File: config.mk
export PLATFORM = sky130hd
export DESIGN_NAME = traceback_unit
export DESIGN_NICKNAME = d
export VERILOG_FILES = /design/src/rtl/traceback_unit.sv
export SDC_FILE = /design/constraint.sdc
export NUM_CORES = 1
export LEC_CHECK = 0
export ABC_AREA = 0
export BUFFER_PORTS_ARGS = -buffer_cell sky130_fd_sc_hd__buf_4
export CELL_PAD_IN_SITES_DETAIL_PLACEMENT = 0
export CELL_PAD_IN_SITES_GLOBAL_PLACEMENT = 1
export CORE_ASPECT_RATIO = 0.7
export CORE_MARGIN = 5
export CORE_UTILIZATION = 36
export CTS_CLUSTER_SIZE = 28
export DETAILED_ROUTE_END_ITERATION = 10
export MAX_ROUTING_LAYER = met4
export PLACE_DENSITY_LB_ADDON = 0.1
export SYNTH_ARGS = -nofsm -noshare
export SYNTH_HDL_FRONTEND = slang
export SYNTH_SLANG_ARGS = --single-unit
File: constraint.sdc
create_clock -name clk -period 3.2 [get_ports clk]
set_clock_uncertainty 0.1 [all_clocks]
set_input_delay 0.64 -clock clk [delete_from_list [all_inputs] [get_ports clk]]
set_output_delay 0.64 -clock clk [all_outputs]
set_load 0.005 [all_outputs]
File: src/rtl/traceback_unit.sv
// Smith-Waterman traceback walker: reads pointer RAM from the max-score cell back to Nil/edge, one op per step.
// Direction encoding: 0 Nil, 1 Diagonal, 2 Left, 3 Above. Define TRACEBACK_STATS_EN to add diag_cnt/gap_cnt.
module traceback_unit #(
  parameter int len1    = 5,
  parameter int len2    = 5,
  parameter int MAXOPS  = len1 + len2,
  parameter int SCORE_W = 16,
  localparam int ROW_W  = $clog2(len1) + 1,
  localparam int COL_W  = $clog2(len2) + 1,
  localparam int STEP_W = $clog2(MAXOPS + 1),
  localparam int CNT_W  = $clog2(len1 + len2) + 1
) (
  input  logic                      clk,
  input  logic                      rst,
  input  logic                      start,
  input  logic [ROW_W-1:0]          start_row,
  input  logic [COL_W-1:0]          start_col,
  input  logic signed [SCORE_W-1:0] start_score,
  output logic                      rd_en,
  output logic [ROW_W-1:0]          rd_row,
  output logic [COL_W-1:0]          rd_col,
  input  logic [1:0]                rd_data,
  output logic                      op_valid,
  input  logic                      op_ready,
  output logic [1:0]                op_dir,
  output logic [ROW_W-1:0]          op_row,
  output logic [COL_W-1:0]          op_col,
  output logic                      op_last,
  output logic                      busy,
  output logic                      done
`ifdef TRACEBACK_STATS_EN
  ,
  output logic [CNT_W-1:0]          diag_cnt,
  output logic [CNT_W-1:0]          gap_cnt
`endif
);

  typedef enum logic [1:0] {
    DIR_NIL   = 2'd0,
    DIR_DIAG  = 2'd1,
    DIR_LEFT  = 2'd2,
    DIR_ABOVE = 2'd3
  } dir_e;

  typedef enum logic [2:0] {
    S_IDLE,
    S_READ,
    S_WAIT,
    S_EMIT,
    S_FINISH
  } state_e;

  localparam logic signed [SCORE_W-1:0] ZERO_SCORE = '0;
  localparam logic [STEP_W-1:0]         LAST_STEP  = STEP_W'(MAXOPS - 1);

  state_e             r_state;
  state_e             w_next_state;
  logic [ROW_W-1:0]   r_row;
  logic [COL_W-1:0]   r_col;
  dir_e               r_dir;
  logic [STEP_W-1:0]  r_step;

  logic [ROW_W-1:0]   w_next_row;
  logic [COL_W-1:0]   w_next_col;
  logic               w_last;
  logic               w_start_go;
  logic               w_start_skip;
  logic               w_handshake;

  // A walk needs a positive score and a cell off both boundaries; anything else finishes empty.
  assign w_start_go   = start && (start_score > ZERO_SCORE) &&
                        (start_row != '0) && (start_col != '0);
  assign w_start_skip = start && !w_start_go;
  assign w_handshake  = (r_state == S_EMIT) && op_ready;

  always_comb begin
    w_next_row = r_row;
    w_next_col = r_col;
    case (r_dir)
      DIR_DIAG: begin
        w_next_row = r_row - ROW_W'(1);
        w_next_col = r_col - COL_W'(1);
      end
      DIR_ABOVE: w_next_row = r_row - ROW_W'(1);
      DIR_LEFT:  w_next_col = r_col - COL_W'(1);
      default: ;
    endcase
  end

  // EMIT is only entered with a non-Nil pointer on a cell with r,c >= 1, so the decrements cannot wrap.
  assign w_last = (w_next_row == '0) || (w_next_col == '0) || (r_step == LAST_STEP);

  always_ff @(posedge clk or posedge rst) begin
    if (rst) r_state <= S_IDLE;
    else     r_state <= w_next_state;
  end

  always_comb begin
    w_next_state = r_state;
    case (r_state)
      S_IDLE: begin
        if (w_start_go)        w_next_state = S_READ;
        else if (w_start_skip) w_next_state = S_FINISH;
      end
      S_READ: w_next_state = S_WAIT;
      S_WAIT: begin
        if (dir_e'(rd_data) == DIR_NIL) w_next_state = S_FINISH;
        else                            w_next_state = S_EMIT;
      end
      S_EMIT: begin
        if (w_handshake) w_next_state = w_last ? S_FINISH : S_READ;
      end
      S_FINISH: w_next_state = S_IDLE;
      default:  w_next_state = S_IDLE;
    endcase
  end

  always_ff @(posedge clk or posedge rst) begin
    if (rst) begin
      r_row  <= '0;
      r_col  <= '0;
      r_dir  <= DIR_NIL;
      r_step <= '0;
    end else begin
      case (r_state)
        S_IDLE: begin
          if (w_start_go) begin
            r_row  <= start_row;
            r_col  <= start_col;
            r_step <= '0;
          end
        end
        S_WAIT: r_dir <= dir_e'(rd_data);
        S_EMIT: begin
          if (w_handshake && !w_last) begin
            r_row  <= w_next_row;
            r_col  <= w_next_col;
            r_step <= r_step + STEP_W'(1);
          end
        end
        default: ;
      endcase
    end
  end

  assign rd_en    = (r_state == S_READ);
  assign rd_row   = r_row;
  assign rd_col   = r_col;
  assign op_valid = (r_state == S_EMIT);
  assign op_dir   = r_dir;
  assign op_row   = r_row;
  assign op_col   = r_col;
  assign op_last  = (r_state == S_EMIT) && w_last;
  assign busy     = (r_state != S_IDLE);
  assign done     = (r_state == S_FINISH);

`ifdef TRACEBACK_STATS_EN
  logic [CNT_W-1:0] r_diag_cnt;
  logic [CNT_W-1:0] r_gap_cnt;

  always_ff @(posedge clk or posedge rst) begin
    if (rst) begin
      r_diag_cnt <= '0;
      r_gap_cnt  <= '0;
    end else if ((r_state == S_IDLE) && start) begin
      r_diag_cnt <= '0;
      r_gap_cnt  <= '0;
    end else if (w_handshake) begin
      if (r_dir == DIR_DIAG) r_diag_cnt <= r_diag_cnt + CNT_W'(1);
      else                   r_gap_cnt  <= r_gap_cnt + CNT_W'(1);
    end
  end

  assign diag_cnt = r_diag_cnt;
  assign gap_cnt  = r_gap_cnt;
`endif

  a_op_hold: assert property (@(posedge clk) disable iff (rst)
    (op_valid && !op_ready) |=> (op_valid && $stable(op_dir) && $stable(op_row) &&
                                 $stable(op_col) && $stable(op_last)));

  a_no_read_in_emit: assert property (@(posedge clk) disable iff (rst)
    !(rd_en && op_valid));

endmodule
# Yosys cells after proc, flatten, opt, wreduce, memory -nomap -nowiden
# Cells that the tools add are included.
[totals]
out_inout_bits = 23
register_bits = 17
input_bits = 30
wordCells = 61
[classes]
muxes = 17
eq_ne = 12
n_reduce_logical = 23
order_cmp = 1
addsub = 3
[ops]
columns = ["op", "n"]
rows = [
  ["2-to-1 mux 4 bit", 8],
  ["case mux 4 bit (2 select lines)", 3],
  ["> comparator 16 x 1 -> 1 bit (second input constant)", 1],
  ["2-to-1 mux 3 bit", 5],
  ["case mux 3 bit (4 select lines)", 1],
  ["logical NOT 4 bit", 2],
  ["nonzero test 4 bit", 2],
  ["subtractor 4 x 1 -> 4 bit (second input constant)", 2],
  ["logical AND 1 bit", 7],
  ["equality test 3 x 2 -> 1 bit (second input constant)", 2],
  ["adder 4 x 1 -> 4 bit (second input constant)", 1],
  ["equality test 2 bit (second input constant)", 2],
  ["equality test 4 bit (second input constant)", 1],
  ["!= test 2 x 1 -> 1 bit (second input constant)", 2],
  ["OR reduction 2 bit", 2],
  ["equality test 3 x 1 -> 1 bit (second input constant)", 1],
  ["equality test 3 bit (second input constant)", 1],
  ["logical NOT 3 bit", 1],
  ["!= test 3 bit (second input constant)", 1],
  ["AND reduction 3 bit", 1],
  ["nonzero test 3 bit", 1],
  ["equality test 2 x 1 -> 1 bit (second input constant)", 1],
  ["logical NOT 1 bit", 2],
  ["logical NOT 2 bit", 1],
  ["4 further kinds", 5],
]

# Depth between registers and ports, before layout
# Gate-level depths: netlist of the first run.
[depth]
word_depth = 10
mapped_depth = 9

# Worst setup path before layout of the first run
# No wires, ideal clock.
[synth_path]
kind = "input-to-reg"
start = "in start_row[0]"
end = "reg r_row[2], in the netlist op_row[2]"
path_slack_ns = 0.918
path_stages = 5
arrival_time_ns = 2.058
path_buffers = 0
cell_sequence = "nor4_1 -> or4b_1 -> or3b_1 -> a21bo_4 -> mux2_2"
[synth_via]
elab_chain_len = 5
[synth_rtl]
columns = ["element", "line", "rtl"]
rows = [
  ["from (decl)", "16", "input logic [ROW_W-1:0] start_row,"],
  ["nonzero test 4 bit", "72", "(start_row != '0) && (start_col != '0);"],
  ["logical AND 1 bit", "71", "assign w_start_go = start && (start_score > ZERO_SCORE) &&"],
  ["logical AND 1 bit", "72", ""],
  ["!= test 2 bit (no source line)", "--", ""],
  ["AND reduction 3 bit (no source line)", "--", ""],
  ["to (signal assigned)", "128", "r_row <= start_row;"],
  ["to (signal assigned)", "136", "r_row <= w_next_row;"],
  ["to (decl)", "58", "logic [ROW_W-1:0] r_row;"],
]
# Every way passes these cells.
# A chain may end at the register's enable or synchronous reset.

# Worst setup path in the final report of the first run
[layout_path]
start = "reg r_dir[0], in the netlist op_dir[0]"
end = "out op_last"
[layout_via]
elab_chain_len = 7
elab_cells_between_ends = 12
[layout_rtl]
columns = ["element", "line", "rtl"]
rows = [
  ["from (decl)", "60", "dir_e r_dir;"],
  ["from (signal assigned)", "133", "S_WAIT: r_dir <= dir_e'(rd_data);"],
  ["equality test 2 x 1 -> 1 bit / equality test 2 bit (equally long branches)", "79", "case (r_dir)"],
  ["OR reduction 2 bit (no source line)", "--", ""],
  ["2-to-1 mux 4 bit", "--", ""],
  ["logical NOT 4 bit", "91", "assign w_last = (w_next_row == '0) || (w_next_col == '0) || (r_step == LAST_STEP);"],
  ["logical OR 1 bit * (2 in a row)", "91", ""],
  ["logical AND 1 bit *", "153", "assign op_last = (r_state == S_EMIT) && w_last;"],
  ["to (decl)", "28", "output logic op_last,"],
]
# Every way passes the cells marked *; elsewhere a longest branch is shown, timed or not.

==> run_results.csv, run 1 <==
group,metric,value,unit
run_status,status,"finished, final reports clean",
detailed_routing,ant_nets,0,
synth,yosysWarnings,0,
clock_network,cts.hold.buffers_added,0,
pwr,p_leak,0.758,nW
sta,setup_viol,0,
global_route,track_usage,15.7,%
placement,portBuffers,52,
placement,dp.cells,229,
critical_path,path_class,"register to output port",
pwr,p_int,761,uW
finish,nFillCells,329,
worst_hold_path,hold_class,"input port to async pin",
placement,place.gp.congestion,0.779,
critical_path,r2r-start,"r_state[2]",
finish,final_cells,233,
floorplan,start_util,38.4,%
detailed_routing,wl,3290,um
clock_network,cts_tree,"yes",
clock_network,numCtsBuffers,3,
critical_path,worstSetupStartpointType,"register",
placement,dp_hpwl,2650,um
pwr,p_sw_share,41.4,%
pwr,ir_drop,0.464,mV
synth,ys_ff_latch,17,
sta,rsz0062_at_grt,"no",
run,drv_cap,0,
critical_path,setup.worst_path.end_class,"output port",
synth,ys_async_sr_fraction,100,%
synth,yosysTopAreaCellShare,34.3,%
detailed_routing,initialDrtViolationCount,25,
clock_network,ctsLongestPathBuffers,2,
synth,synth_mux_area_share,2.62,%
clock_network,clock-root-buffer,"clkbuf_8",
pwr,p_comb_share,53.6,%
synth,syn_avg_cell_area,8.68,um2
synth,syn_inst,143,
floorplan,die_h,59.1,um
clock_network,cts.reportedPaths.clkPinSlew,0.07,ns
synth,synth_compound_area_share,20.6,%
sta,maxSlewViolCount,0,
critical_path,cp.arrival,2.08,ns
pwr,power.density,793,mW/mm2
sta,slew_headroom,53.8,%
pwr,p_switching,539,uW
critical_path,worstPathCellList,"ha_1, or2_2, o22ai_1, nand4_1, a21oi_1, buf_4",
floorplan,dieArea,0.00474,mm2
sta,fin_crit_sh,88.2,%
floorplan,fp.dieW,80.2,um
clock_network,worstSkewPairLatency,0.26,ns
floorplan,io_pins,53,
sta,hold_viol_final,0,
synth,syn_nets,179,
global_route,grt_pass1_vias,1207,
synth,synth_top_family_by_area,"simple AND/OR/NAND/NOR gates",
synth,synthAdderAreaFrac,6.05,%
floorplan,core-area,0.00323,mm2
critical_path,cp_top_family,"simple AND/OR/NAND/NOR gates",
global_route,grt_antenna_before_repair,0,
detailed_routing,drcViolationCount,0,
detailed_routing,vias_per_cell,5.09,
synth,synth.distinct_cells,45,
pwr,seqPwrFrac,33.6,%
global_route,gr-total-overflow,0,
critical_path,crit_fanout,4,
critical_path,r2r_cells,7,
synth,synthTopCellsByArea,"dfrtp_1 (34%), ha_1 (6.0%), buf_4 (4.8%)",
synth,ys_seq_area_share,34.3,%
sta,tns,0,ns
detailed_routing,vias,1185,
synth,post_synth_instance_area,0.00124,mm2
synth,synthTopCellsByCount,"dfrtp_1 (17), nand2_1 (15), inv_1 (11)",
finish,drive_gt1_share,33.9,%
synth,synthXorXnorAreaFrac,1.41,%
critical_path,path_depth,6,
pwr,pwr-share-clk,12.9,%
finish,antenna-diode-count,0,
detailed_routing,avgRoutedWirePerCell,14.1,um
global_route,grt_max_degree,18,
finish,fin_nets,223,
global_route,grt_pass1_wl,5710,um
detailed_routing,dr.pass1.iters,4,
synth,synth_most_common_cell,"dfrtp_1",
synth,yosysTopAreaCell,"dfrtp_1",
clock_network,postCtsSetupBuffers,0,
critical_path,slowest_delay,0.42,ns
clock_network,htree_levels,1,
floorplan,rows,17,
critical_path,slowest_stage,"dfrtp_1",
sta,max_freq,354,MHz
critical_path,worstSetupStartpoint,"op_dir[0]",
finish,syn_to_final_growth,32.1,%
clock_network,postCtsResizedCells,0,
sta,fin_crit,2.82,ns
synth,synth_edf_count,0,
critical_path,path_buf_inv,1,
synth,yosys.area_share.simple,23.7,%
clock_network,clock-sinks,17,
critical_path,crit_required,2.46,ns
sta,worstMarginPinSlew,0.692,ns
synth,synth-main-ff-cell,"dfrtp_1",
through the flow:
step / cell area, um2 / hold slack [ns] / util [%] / setup WS (ns) / total power, mW
2_1_floorplan: 1240 / 0.382 / - / 0.918 / 0.893
5_1_grt: 1640 / 0.464 / 50.7 / 0.170 / 1.43
6_report: 1640 / 0.387 / 50.7 / 0.377 / 1.30
3_5_place_dp: 1590 / 0.425 / 49.3 / 0.632 / 1.14
4_1_cts: 1640 / 0.431 / 50.7 / 0.353 / 1.32
3_3_place_gp: 1590 / 0.411 / 49.3 / 0.683 / 1.13
path summary, 6_finish.rpt:
check	endpoint	slack, ns
worst max-delay path	op_last	0.38
worst min register to register	r_step[3]	0.44
worst min-delay path	r_state[1]	0.39
worst max register to register	r_step[3]	0.70
min in group clk	r_step[3]	0.44
max in group asynchronous	op_col[2]	2.17
registers in the layout, indices dropped and copies added, names as in the netlist:
name     count
op_row       4
r_state      3
op_dir       2
op_col       4
r_step       4
cells by family (layout without fill, tap and decap cells):
group / count (synthesis) / count (layout)
muxes: 3 / 3
and+or+nand+nor: 53 / 53
AOI/OAI and AO/OA: 37 / 37
buffers and inverters: 25 / 68
DFF: 17 / 17
adders and majority gates: 6 / 6
xor gates and xnor gates: 2 / 2
power groups by stage:
stage	logic [mW]	registers [mW]	clock network [mW]
2_1_floorplan	0.493	0.401	0
3_3_place_gp	0.699	0.433	0
5_1_grt	0.792	0.456	0.180
6_report	0.696	0.436	0.167
3_5_place_dp	0.702	0.440	0
4_1_cts	0.707	0.437	0.170
cell usage in the layout (no fill, tap or decap), drive strengths merged, types with 3 or more instances in the layout:
master  count
nand2      15
nor3b       4
clkbuf      4
o211ai      3
dfrtp      17
or3         3
a21oi       6
nor4        7
nor2        5
nand3       6
o22ai       4
buf        52
ha          6
o21ai      11
inv        12
metal layers:
layer  share of wire (%)  global-route usage (%)  up-vias  routed length, um
li1                    -                       -      602                  -
met1                  48                    21.7      559               1580
met2                  48                    23.7       22               1570
met3                 3.9                    3.80        2                127
met4                0.36                    2.41        0                 12
met5                   0                       -        -                  0
final cells by class:
class | instances | area (um2) | share of cell area, %
clock buffer | 4 | 45.0 | 2.75
inverter | 12 | 45.0 | 2.75
multi-input combinational | 101 | 674 | 41.1
sequential | 17 | 425 | 26.0
tap | 47 | 58.8 | 3.59
timing repair buffer | 52 | 390 | 23.8
(Power assumes the default switching activity.)
==> inputs of run 2 (changes only) <==
ABC_AREA = 1   (was 0)
==> run 2 against run 1 <==
  * Sequential power decreased by 8.0%
  * Die area rose by 12%
  * Utilization is 3.5 points lower
  * Largest cell class unchanged
==> run_results.csv, run 2 <==
group,metric,value,unit
sta,maxSlewViolCount,0,
synth,synthTopCellsByArea,"dfrtp_1 (30%), nand2_1 (19%), nor2_1 (7.2%)",
sta,timing.hold.ws,0.389,ns
synth,synth_most_common_cell,"nand2_1",
placement,pre_cts_slack,0.778,ns
critical_path,crit_fanout,13,
floorplan,start_util,36.6,%
clock_network,cts.reportedPaths.clkPinSlew,0.07,ns
global_route,grt_pass1_wl,5790,um
sta,fin_crit_sh,84.5,%
global_route,use_met1,18.6,%
placement,dp.cells,308,
synth,synth-main-ff-cell,"dfrtp_1",
clock_network,htree_levels,1,
global_route,gr-total-overflow,0,
synth,synth_edf_count,0,
synth,yosysTopAreaCell,"dfrtp_1",
global_route,grt_antenna_before_repair,0,
critical_path,cp.arrival,1.96,ns
floorplan,core-area,0.00385,mm2
detailed_routing,dr.pass1.iters,4,
synth,syn_inst,216,
clock_network,clock-root-buffer,"clkbuf_8",
synth,yosysWarnings,0,
finish,antenna-diode-count,0,
placement,portBuffers,52,
detailed_routing,drcViolationCount,0,
sta,hold_viol_final,0,
critical_path,setup.worst_path.end_class,"output port",
global_route,busiest_layer,"met2",
global_route,use_met3,4.35,%
detailed_routing,vias_per_cell,4.39,
critical_path,crit_required,2.46,ns
finish,drive_gt1_share,29.6,%
clock_network,clock-sinks,17,
sta,worstMarginPinSlew,0.684,ns
finish,layout_common_cells,"nand2_1 (70), buf_4 (53), nor2_1 (27)",
clock_network,postCtsResizedCells,0,
floorplan,dieArea,0.00529,mm2
detailed_routing,initialDrtViolationCount,44,
sta,setup_viol,0,
detailed_routing,ant_nets,0,
floorplan,die_h,62.4,um
sta,tns,0,ns
sta,max_freq,370,MHz
floorplan,fp.dieW,84.8,um
synth,syn_avg_cell_area,6.53,um2
critical_path,worstSetupStartpointType,"register",
pwr,total_power,1.54,mW
synth,synth.distinct_cells,27,
synth,syn_nets,252,
clock_network,postCtsSetupBuffers,0,
detailed_routing,wl,3440,um
clock_network,cts_tree,"yes",
sta,worst_slack,0.496,ns
synth,synthTopCellsByCount,"nand2_1 (70), nor2_1 (27), inv_1 (25)",
critical_path,r2r_cells,11,
floorplan,io_pins,53,
global_route,track_usage,13.6,%
pwr,ir_drop,0.350,mV
sta,fin_crit,2.70,ns
pwr,power.density,844,mW/mm2
sta,rsz0062_at_grt,"no",
placement,dp_hpwl,2770,um
run_status,status,"finished, final reports clean",
global_route,grt_max_degree,18,
finish,syn_to_final_growth,28.8,%
finish,fin_nets,297,
synth,ys_seq_area_share,30.1,%
synth,post_synth_instance_area,0.00141,mm2
finish,final_cells,312,
synth,yosysTopAreaCellShare,30.1,%
global_route,grt_pass1_vias,1272,
clock_network,numCtsBuffers,3,
floorplan,rows,19,
clock_network,worstSkewPairLatency,0.25,ns
synth,ys_async_sr_fraction,100,%
detailed_routing,vias,1370,
global_route,use_met2,20.3,%
placement,place.gp.congestion,0.778,
clock_network,ctsLongestPathBuffers,2,
worst_hold_path,hold_class,"input port to async pin",
clock_network,cts.hold.buffers_added,0,
run,drv_cap,0,
sta,slew_headroom,54.3,%
synth,ys_ff_latch,17,
pwr,p_leak,1.05,nW
critical_path,path_class,"register to output port",
finish,final_common_cell,"nand2_1",
detailed_routing,avgRoutedWirePerCell,11.0,um
-- run 2: cell count changes after synthesis, moves of 6 or more --
cell / change
nand2_2: +6
a21oi_1: -6
inv_1: +14
nand2_1: +55
nand3_1: +9
nor4_1: -7
nor2_1: +22
-- run 2: power by group --
group	leakage, nW	internal (mW)	total (mW)	switching [mW]
combinational	0.809	0.422	0.969	0.546
sequential	0.218	0.298	0.401	0.103
clock	0.0217	0.0876	0.165	0.0774
-- run 2: per-layer routing --
metal / share of wire (%) / vias to the layer above
met5: 0 / -
met4: 0.32 / 0
met3: 7.3 / 2
met2: 43 / 35
met1: 49 / 587
li1: - / 746
-- run 2: logic make-up (layout without fill, tap and decap cells) --
kind of cell / after synthesis / count (layout) / synth area share, %
simple gates: 134 / 134 / 41.8
buf+inv: 42 / 86 / 15.2
flops: 17 / 17 / 30.1
compound gates: 15 / 15 / 6.38
fa+ha+maj: 6 / 6 / 5.32
xor+xnor: 2 / 2 / 1.24
-- run 2: area by class of cell --
class / instances / area (um2)
fill: 421 / 2030
multi-input combinational: 157 / 772
sequential: 17 / 425
timing repair buffer: 53 / 398
inverter: 29 / 109
tap: 52 / 65.1
clock buffer: 3 / 41.3
clock inverter: 1 / 7.51
-- run 2: metrics by stage --
step	instance area (um2)	util, %
finish	1820	47.2
global route	1820	47.2
CTS	1820	47.2
detailed placement	1770	45.9
global placement	1770	45.9
floorplan	1410	-
-- run 2: worst paths after layout --
check,startpoint,to,slack [ns]
hold / removal,rst,op_dir[0],0.39
min in group clk,r_step[3],r_step[3],0.43
max in group asynchronous,rst,op_col[0],2.18
setup / recovery,op_dir[0],op_last,0.50
hold reg to reg,r_step[3],r_step[3],0.43
setup reg to reg,r_state[2],op_row[3],1.14
-- run 2: critical path, stage by stage, from the launching register on --
cell	delay, ns
dfrtp_1	0.41
ha_1	0.37
inv_1	0.11
nand2_1	0.06
nand2_1	0.08
nor2_1	0.05
nand2_1	0.07
nor2_2	0.04
nor2_2	0.10
nand2_2	0.07
nand2_4	0.15
inv_1	0.06
buf_4	0.13
